## src/rtl/xrv_div_pkg.sv

```systemverilog
// rtl/xrv_div_pkg.sv - shared types and constants for the divide controller and divider
package xrv_div_pkg;

  typedef enum logic [1:0] {
    ST_IDLE  = 2'd0,
    ST_CALC  = 2'd1,
    ST_DRAIN = 2'd2,
    ST_RESP  = 2'd3
  } state_e;

  localparam int OP_REM      = 1;
  localparam int OP_UNSIGNED = 0;
  localparam int DIV_LATENCY = 33;

  localparam logic [31:0] DIV0_QUOTIENT = 32'hFFFF_FFFF;
  localparam logic [31:0] INT_MIN       = 32'h8000_0000;

  function automatic logic [31:0] neg32(input logic [31:0] v);
    return ~v + 32'd1;
  endfunction

endpackage

```

## src/rtl/xrv_div.sv

```systemverilog
// rtl/xrv_div.sv - iterative restoring divider, one quotient bit per cycle
module xrv_div
  import xrv_div_pkg::*;
(
  input  logic        clk,
  input  logic        rstb,
  input  logic        div_valid,
  input  logic [1:0]  div_op,
  input  logic [31:0] div_dividend,
  input  logic [31:0] div_divisor,
  output logic        div_result_valid,
  output logic [31:0] div_result
);

  localparam logic [5:0] STEPS = 6'(DIV_LATENCY - 1);

  logic        run_q;
  logic [5:0]  cnt_q;
  logic [31:0] rem_q, quo_q, dvs_q;
  logic        rem_sel_q, negq_q, negr_q;
  logic        sgn_w;
  logic [32:0] sh_w, diff_w;

  assign sgn_w  = ~div_op[OP_UNSIGNED];
  assign sh_w   = {rem_q, quo_q[31]};
  assign diff_w = sh_w - {1'b0, dvs_q};

  always_ff @(posedge clk or negedge rstb) begin
    if (!rstb) begin
      run_q     <= 1'b0;
      cnt_q     <= '0;
      rem_q     <= '0;
      quo_q     <= '0;
      dvs_q     <= '0;
      rem_sel_q <= 1'b0;
      negq_q    <= 1'b0;
      negr_q    <= 1'b0;
    end else if (div_valid) begin
      run_q     <= 1'b1;
      cnt_q     <= '0;
      rem_q     <= '0;
      quo_q     <= (sgn_w && div_dividend[31]) ? neg32(div_dividend) : div_dividend;
      dvs_q     <= (sgn_w && div_divisor[31])  ? neg32(div_divisor)  : div_divisor;
      rem_sel_q <= div_op[OP_REM];
      negq_q    <= sgn_w & (div_dividend[31] ^ div_divisor[31]);
      negr_q    <= sgn_w & div_dividend[31];
    end else if (run_q) begin
      if (cnt_q == STEPS) begin
        run_q <= 1'b0;
      end else begin
        cnt_q <= cnt_q + 6'd1;
        // Borrow out of the 33-bit trial subtraction means the divisor did not fit
        if (!diff_w[32]) begin
          rem_q <= diff_w[31:0];
          quo_q <= {quo_q[30:0], 1'b1};
        end else begin
          rem_q <= sh_w[31:0];
          quo_q <= {quo_q[30:0], 1'b0};
        end
      end
    end
  end

  assign div_result_valid = run_q && (cnt_q == STEPS);
  assign div_result = rem_sel_q ? (negr_q ? neg32(rem_q) : rem_q)
                                : (negq_q ? neg32(quo_q) : quo_q);

endmodule

```

## src/rtl/xrv_div_ctrl.sv

```systemverilog
// rtl/xrv_div_ctrl.sv - RISC-V M-extension divide controller with fast paths, flush and drain
module xrv_div_ctrl
  import xrv_div_pkg::*;
(
  input  logic        clk,
  input  logic        rstb,
  input  logic        req_valid,
  output logic        req_ready,
  input  logic [1:0]  req_op,
  input  logic [31:0] req_rs1,
  input  logic [31:0] req_rs2,
  input  logic [4:0]  req_rd,
  input  logic        flush,
  output logic        rsp_valid,
  input  logic        rsp_ready,
  output logic [31:0] rsp_data,
  output logic [4:0]  rsp_rd,
  output logic        busy
);

  state_e      state_q, state_d;
  logic        accept, is_signed, div0, ovf, fast;
  logic [31:0] dvd_q, dvs_q, data_q;
  logic [4:0]  rd_q;
  logic        neg_q, rem_op_q, div_valid_q;
  logic        div_valid, div_result_valid;
  logic [31:0] div_result;

  assign accept    = req_valid & req_ready;
  assign is_signed = ~req_op[OP_UNSIGNED];
  assign div0      = (req_rs2 == 32'd0);
  assign ovf       = is_signed & (req_rs1 == INT_MIN) & (req_rs2 == 32'hFFFF_FFFF);
  assign fast      = div0 | ovf;

  always_ff @(posedge clk or negedge rstb) begin
    if (!rstb) state_q <= ST_IDLE;
    else       state_q <= state_d;
  end

  always_comb begin
    state_d = state_q;
    case (state_q)
      ST_IDLE:  if (accept) state_d = fast ? ST_RESP : ST_CALC;
      ST_CALC: begin
        if (div_result_valid) state_d = flush ? ST_IDLE : ST_RESP;
        else if (flush)       state_d = ST_DRAIN;
      end
      ST_DRAIN: if (div_result_valid) state_d = ST_IDLE;
      ST_RESP:  if (flush || rsp_ready) state_d = ST_IDLE;
      default:  state_d = ST_IDLE;
    endcase
  end

  always_comb begin
    req_ready = (state_q == ST_IDLE) & ~flush;
    busy      = (state_q != ST_IDLE);
    rsp_valid = (state_q == ST_RESP);
  end

  // The divider always runs unsigned on magnitudes; sign fixup happens at capture
  always_ff @(posedge clk or negedge rstb) begin
    if (!rstb) begin
      dvd_q       <= '0;
      dvs_q       <= '0;
      data_q      <= '0;
      rd_q        <= '0;
      neg_q       <= 1'b0;
      rem_op_q    <= 1'b0;
      div_valid_q <= 1'b0;
    end else if (accept) begin
      rd_q        <= req_rd;
      rem_op_q    <= req_op[OP_REM];
      dvd_q       <= (is_signed && req_rs1[31]) ? neg32(req_rs1) : req_rs1;
      dvs_q       <= (is_signed && req_rs2[31]) ? neg32(req_rs2) : req_rs2;
      neg_q       <= is_signed & (req_op[OP_REM] ? req_rs1[31] : (req_rs1[31] ^ req_rs2[31]));
      div_valid_q <= ~fast;
      if (div0)     data_q <= req_op[OP_REM] ? req_rs1 : DIV0_QUOTIENT;
      else if (ovf) data_q <= req_op[OP_REM] ? 32'd0 : INT_MIN;
    end else begin
      div_valid_q <= 1'b0;
      if (state_q == ST_CALC && div_result_valid && !flush)
        data_q <= neg_q ? neg32(div_result) : div_result;
    end
  end

  assign div_valid = div_valid_q;
  assign rsp_data  = data_q;
  assign rsp_rd    = rd_q;

  xrv_div u_div (
    .clk              (clk),
    .rstb             (rstb),
    .div_valid        (div_valid),
    .div_op           ({rem_op_q, 1'b1}),
    .div_dividend     (dvd_q),
    .div_divisor      (dvs_q),
    .div_result_valid (div_result_valid),
    .div_result       (div_result)
  );

endmodule

```

## config.mk

```make
export PLATFORM = sky130hd
export DESIGN_NAME = xrv_div_ctrl
export DESIGN_NICKNAME = d
export VERILOG_FILES = /design/src/rtl/xrv_div_pkg.sv /design/src/rtl/xrv_div.sv /design/src/rtl/xrv_div_ctrl.sv
export SDC_FILE = /design/constraint.sdc
export NUM_CORES = 1
export LEC_CHECK = 0
export CAP_MARGIN = 20
export CORE_ASPECT_RATIO = 2
export CORE_MARGIN = 2
export CORE_UTILIZATION = 55
export CTS_BUF_LIST = sky130_fd_sc_hd__clkbuf_4
export DETAILED_ROUTE_END_ITERATION = 7
export PLACE_DENSITY = 0.85
export RECOVER_POWER = 100
export SLEW_MARGIN = 10
export SYNTH_ARGS = -nofsm -noshare
export SYNTH_HDL_FRONTEND = slang
export SYNTH_SLANG_ARGS = --single-unit
```

## constraint.sdc

```tcl
create_clock -name clk -period 3.1 [get_ports clk]
set_input_delay 0.62 -clock clk [delete_from_list [all_inputs] [get_ports clk]]
set_output_delay 0.62 -clock clk [all_outputs]
set_load 0.01 [all_outputs]
```

==> flow_summary_export.csv, run 1 <==
group,metric,value,unit
critical_path,cpMaxStageDelayCell,"dfrtp_1",
final_layout,seqCellArea,0.00526,mm^2
final_layout,nFillCells,1786,
place,dp.final_hpwl,31.1,mm
final_layout,finish.net_count,1934,
cts,cts_tree,"yes",
yosys,syn_nets,1677,
final_layout,final_common_cell,"nand2_1",
final_layout,drive_above_1_share,19.0,%
cts,clock_sinks,210,
die,die_y,225,um
final_layout,multi_input_comb_area,0.00784,mm^2
timing,layout_setup_ws,-0.199,ns
global_routing,gr-total-overflow,0,
global_routing,grt_max_degree,152,
critical_path,critical_path.startpoint,"u_div.quo_q[31]",
yosys,synth-edff-count,0,
critical_path,critical_path_class,"reg -> reg",
cts,clk_pin_slew,0.08,ns
critical_path,end_kind,"flop",
timing,fin_worst_skew,0.0743,ns
critical_path,cpMostUsedCell,"inv_2",
critical_path,rr_startpoint,"u_div.quo_q[31]",
yosys,synth_mux_area_share,5.55,%
detailed_routing,vias,12900,
global_routing,antenna_found_initial,1,
yosys,synthAdderAreaFrac,3.70,%
yosys,avgSynthCellArea,8.58,um^2
cts,clk_latency,0.69,ns
cts,cts_inserted_buffers,46,
yosys,synth_ff_type,"dfrtp_1",
place,port_buffers,115,
place,gp_congestion,0.971,
timing,period_share,106,%
yosys,yosys.area_share.simple,19.4,%
detailed_routing,first_iter_violations,719,
cts,clockRootBuffer,"clkbuf_4",
place,pre_cts_slack,-0.498,ns
yosys,synth_cell_type_count,84,
timing,fmaxAchievable,0.303,GHz
die,row_count,80,
detailed_routing,wl_per_cell,20.0,um
timing,period_minus_slack,3.30,ns
global_routing,grt_pass1_wl,66.1,mm
timing,finalSetupViolations,31,
global_routing,grt_pass1_vias,13300,
cts,htree_levels,2,
yosys,yosysSeqAreaShare,39.2,%
flow_run,drv_cap,1,
die,core,0.0239,mm^2
outcome,outcome,"complete, but fails checks",
place,dp_cells,2037,
outcome,violations,"capacitance limit, slew limit, setup timing",
yosys,syn_inst,1562,
detailed_routing,via_per_inst,6.03,
timing,rsz0062_at_grt,"yes",
die,ios,116,
critical_path,start_kind,"flop",
yosys,synth_top_family_by_area,"simple AND/OR/NAND/NOR gates",
min_path,holdCritPathClass,"reg -> reg",
global_routing,grt_use_total,32.7,%
yosys,synth_warnings,0,
timing,worstMarginPinSlew,2.00,ns
yosys,synth_compound_area_share,19.4,%
yosys,synth_xor_area_share,8.11,%
timing,maxSlewHeadroom,-33.0,%
detailed_routing,drc,0,
power,p_leak,7.67,nW
final_layout,area_delta_synth_final,25.8,%
critical_path,crit_fanout,18,
power,peakVddDrop,0.725,mV
timing,slew_viol_final,76,
critical_path,critPathRequiredTime,3.63,ns
power,power_density,1220,mW/mm^2
final_layout,fin_cells,2138,
critical_path,critPathArrivalTime,3.83,ns
final_layout,final_cell_mix,"275 x nand2_1, 208 x dfrtp_1, 174 x o21ai_0",
die,dieArea,0.0257,mm^2
yosys,async_reset_ff_share,100,%
yosys,synthesis.area,0.0134,mm^2
detailed_routing,dr.pass1.iters,5,
die,die_w,114,um
detailed_routing,finalWirelength,42.8,mm
min_path,hp-start,"dvs_q[17]",
detailed_routing,ant_nets,0,
die,initial_core_util,56.0,%
critical_path,critical-path-max-stage-delay,0.40,ns
yosys,synth-seq-cells,210,
cts,clock_path_buffers,3,
critical_path,path_cells,"inv_2 -> ha_4 -> inv_2 -> fa_2 -> a211oi_2 -> o21ai_2 -> o2111a_2 -> o31ai_2 -> buf_4 -> a21oi_4 -> a31oi_4 -> buf_6 -> xnor2_4 -> buf_12 -> mux2i_1 -> o21ai_0",
timing,final_hold_viol_count,0,
[worst paths after layout]
check	endpoint	slack (ns)	depth (start not counted)
worst max-delay path	u_div.rem_q[6]	-0.20	16
worst min-delay path	u_div.dvs_q[17]	0.46	2
worst max register to register	u_div.rem_q[6]	-0.20	16
worst min register to register	u_div.dvs_q[17]	0.46	2
max in group asynchronous	dvd_q[4]	0.36	3
min in group asynchronous	rsp_data[22]	1.01	2
[metrics by stage]
stage	cell area, um^2	hold slack [ns]	total power [W]	util (%)	TNS (ns)
floorplan	13400	0.324	0.0123	-	0
global route	16900	0.477	0.0218	70.5	-12.39
detailed placement	15800	0.469	0.0164	66.2	-20.27
finish	16900	0.463	0.0206	70.5	-2.78
CTS	16600	0.447	0.0195	69.4	-2.32
global placement	15800	0.458	0.0160	66.2	-13.26
[logic make-up (layout without fill, tap and decap cells)]
| family | count (synthesis) | in the layout |
|---|---|---|
| xor gates and xnor gates | 122 | 122 |
| other | 0 | 1 |
| adders and majority gates | 39 | 39 |
| buffers and inverters | 140 | 428 |
| AOI/OAI and AO/OA | 419 | 419 |
| DFF | 210 | 210 |
| and+or+nand+nor | 558 | 558 |
| muxes | 74 | 74 |
[sequential cells by signal, summed over array words and instances (netlist names), 5 cells and up]
| signal | count |
|---|---|
| rsp_data | 32 |
| u_div.cnt_q | 6 |
| rsp_rd | 5 |
| dvs_q | 32 |
| dvd_q | 32 |
| u_div.quo_q | 32 |
| u_div.rem_q | 32 |
| u_div.dvs_q | 32 |
[layout make-up]
type	count	area share, %
Timing Repair Buffer	298	15.7
Tap cell	287	2.13
Clock buffer	65	2.89
Inverter	51	1.13
Multi-Input combinational cell	1212	46.5
Clock inverter	14	0.490
Antenna cell	1	0.0148
Sequential cell	210	31.2
[cells in the mapped netlist (11+ instances only)]
library cell | number | share of area [%]
a21o_1 | 22 | 1.2
a21oi_1 | 69 | 2.6
a22oi_1 | 14 | 0.78
a311oi_1 | 13 | 0.85
and2_1 | 11 | 0.51
clkbuf_1 | 60 | 1.7
dfrtp_1 | 210 | 39
ha_1 | 38 | 3.5
inv_1 | 51 | 1.4
mux2i_1 | 71 | 5.3
nand2_1 | 280 | 7.8
nand2b_1 | 22 | 1.0
nand3_1 | 23 | 0.86
nand4_1 | 15 | 0.70
nor2_1 | 95 | 2.7
nor2b_1 | 11 | 0.51
nor3_1 | 30 | 1.1
o21ai_0 | 185 | 6.9
o21ai_2 | 20 | 1.3
o31ai_1 | 19 | 1.1
or3_1 | 11 | 0.51
xnor2_1 | 61 | 4.0
xor2_1 | 60 | 3.9
[critical path: cells and delay by family, from the launching register on]
kind	cells	cell delay [ns]
xor gates and xnor gates	1	0.14
muxes	1	0.24
AOI/OAI and AO/OA	7	1.25
DFF	1	0.40
buffers and inverters	5	0.61
adders and majority gates	2	0.48
[repair_timing]
action                     in CTS  in global routing
buffers inserted                8                 12
gates resized for setup        34                 52
hold endpoints to repair       64                  0
pin swaps                      17                 24
setup endpoints to repair      36                 43
hold buffers                    1                  0
cloned                          1                  0
[where the power goes]
group,switching [W],total [W],internal [W]
clock network,0.00112,0.00217,0.00105
logic,0.00722,0.0134,0.00614
registers,0.00104,0.00505,0.00401
total,0.00938,0.0206,0.0112
[routing by layer]
layer  GRT usage (%)  vias up  share of wire (%)
li1                -     6003                  -
met1            32.2     6146                 34
met2            59.3      514                 52
met3            4.34      237                4.5
met4            26.8        0                9.5
met5               0        -                  0
No activity file was read; power rests on OpenSTA's default activity.
==> run 2, diff against run 1 <==
- TNS_END_PERCENT: default -> 30
==> run 2 against run 1 <==
Net effect: the flow still finishes with violations (capacitance limit, slew limit, setup timing); first-iteration DRC count decreased by 1.7%; sequential cell count unchanged; sequential share of layout area increased by 0.43 points; wire length decreased by 2.2%; global-route usage about the same.
==> flow_summary_export.csv, run 2 (synthesized netlist as in run 1, its figures left out) <==
group,metric,value,unit
outcome,outcome,"complete, but fails checks",
outcome,violations,"capacitance limit, slew limit, setup timing",
detailed_routing,finalWirelength,41.9,mm
place,port_buffers,115,
power,p_leak,7.57,nW
detailed_routing,ant_nets,0,
timing,finalSetupViolations,30,
global_routing,grt_pass1_wl,66.2,mm
die,dieArea,0.0257,mm^2
critical_path,critical_path.startpoint,"u_div.quo_q[31]",
critical_path,critical-path-max-stage-delay,0.40,ns
critical_path,cp.depth,16,
cts,clock_path_buffers,3,
place,gp_congestion,0.971,
power,power_density,1190,mW/mm^2
place,dp.final_hpwl,31.1,mm
timing,worstMarginPinSlew,2.01,ns
critical_path,rr_startpoint,"u_div.quo_q[31]",
timing,slew_viol_final,76,
global_routing,grt_pass1_vias,13200,
die,ios,116,
critical_path,path_cells,"inv_2 -> ha_4 -> inv_2 -> fa_2 -> a211oi_2 -> o21ai_2 -> o2111a_2 -> o31ai_2 -> buf_4 -> a21oi_4 -> a31oi_4 -> buf_6 -> xnor2_4 -> buf_12 -> mux2i_1 -> o21ai_1",
critical_path,critical_path_buf_inv_count,5,
cts,clk_pin_slew,0.08,ns
flow_run,drv_cap,1,
critical_path,critPathRequiredTime,3.56,ns
final_layout,finish.net_count,1923,
timing,fin_tns_setup,-1.98,ns
cts,clock_sinks,210,
detailed_routing,via_per_inst,6.06,
final_layout,final_common_cell,"nand2_1",
cts,clk_latency,0.69,ns
critical_path,cpMostUsedCell,"inv_2",
cts,cts_tree,"yes",
critical_path,r2r_slack,-0.14,ns
detailed_routing,wl_per_cell,19.7,um
timing,period_share,105,%
critical_path,end_kind,"flop",
cts,cts_inserted_buffers,46,
detailed_routing,drc,0,
final_layout,drive_above_1_share,17.8,%
final_layout,utilization,69.6,%
critical_path,critical_path_class,"reg -> reg",
final_layout,seqCellArea,0.00526,mm^2
timing,fmaxAchievable,0.309,GHz
timing,rsz0062_at_grt,"yes",
timing,layout_setup_ws,-0.140,ns
die,die_w,114,um
detailed_routing,first_iter_violations,707,
final_layout,area_delta_synth_final,24.1,%
timing,period_minus_slack,3.24,ns
place,pre_cts_slack,-0.498,ns
power,power,0.0199,W
min_path,holdCritPathClass,"reg -> reg",
final_layout,final_cell_mix,"278 x nand2_1, 208 x dfrtp_1, 172 x o21ai_0",
final_layout,multi_input_comb_area,0.00773,mm^2
timing,final_hold_viol_count,0,
critical_path,reg2regPathDepth,16,
die,row_count,80,
detailed_routing,dr.pass1.iters,5,
final_layout,nFillCells,1836,
critical_path,cpMaxStageDelayCell,"dfrtp_1",
critical_path,path_delay_family,"compound AO/OA/AOI/OAI gates",
power,peakVddDrop,0.637,mV
global_routing,grt_use_total,32.7,%
timing,fin_worst_skew,0.0813,ns
critical_path,crit_path_end,"u_div.rem_q[24]",
detailed_routing,vias,12900,
timing,maxSlewHeadroom,-34.3,%
die,die_y,225,um
global_routing,grt_max_degree,152,
cts,htree_levels,2,
global_routing,antenna_found_initial,1,
critical_path,critPathArrivalTime,3.70,ns
global_routing,gr-total-overflow,0,
place,post_dp_cell_area,0.0158,mm^2
critical_path,r2r_end,"u_div.rem_q[24]",
cts,clockRootBuffer,"clkbuf_4",
critical_path,crit_fanout,7,
die,initial_core_util,56.0,%
critical_path,start_kind,"flop",
final_layout,final_area,0.0166,mm^2
die,core,0.0239,mm^2
-- run 2: worst min-delay path by stage --
| stage | to | start | cells after the start |
|---|---|---|---|
| detailed placement | rsp_data[15] | rsp_data[15] | 2 |
| global placement | rsp_rd[0] | rsp_rd[0] | 2 |
| floorplan | div_valid | rstb | 0 |
| CTS | rsp_rd[4] | req_rd[4] | 3 |
| global route | u_div.dvs_q[17] | dvs_q[17] | 2 |
| finish | u_div.dvs_q[17] | dvs_q[17] | 2 |
-- run 2: what timing repair did --
item / 4_1_cts / 5_1_grt
setup buffers: 6 / 2
endpoints found under the hold margin: 64 / 0
resized for setup: 33 / 28
setup endpoints to repair: 36 / 43
gates cloned: 0 / 0
hold buffers: 1 / 0
pin swaps: 20 / 10
-- run 2: worst reg2reg max path, cell delays in order, from the launching register on --
cell and delay [ns]:
dfrtp_1 0.40, inv_2 0.09, ha_4 0.13, inv_2 0.03, fa_2 0.35, a211oi_2 0.25
o21ai_2 0.08, o2111a_2 0.28, o31ai_2 0.19, buf_4 0.16, a21oi_4 0.06, a31oi_4 0.25
buf_6 0.15, xnor2_4 0.15, buf_12 0.17, mux2i_1 0.19, o21ai_1 0.10
-- run 2: power by group --
| group | switching, W | internal, W |
|---|---|---|
| clock | 0.00111 | 0.00105 |
| combinational | 0.00691 | 0.00575 |
| sequential | 0.00105 | 0.00401 |
| total | 0.00906 | 0.0108 |
-- run 2: routing by layer --
metal / GRT usage [%] / vias to the layer above / share of wire (%)
li1: - / 5978 / -
met1: 31.9 / 6168 / 33
met2: 59.6 / 525 / 53
met3: 4.61 / 217 / 4.6
met4: 26.5 / 0 / 9.1
met5: 0 / - / 0
-- run 2: area by class of cell --
class,instances,share of cell area (%)
multi-input cells,1212,46.5
flip-flops and latches,210,31.6
repair buffers,287,15.2
clock buffers,65,2.93
well taps,287,2.16
inverters,51,1.15
clock inverters,14,0.496
diodes,2,0.0301
-- run 2: per-stage QoR --
| stage | hold slack, ns | instances |
|---|---|---|
| 2_1_floorplan | 0.324 | 1562 |
| 3_3_place_gp | 0.458 | 2037 |
| 3_5_place_dp | 0.469 | 2037 |
| 4_1_cts | 0.447 | 2123 |
| 5_1_grt | 0.476 | 2127 |
| 6_report | 0.454 | 2128 |
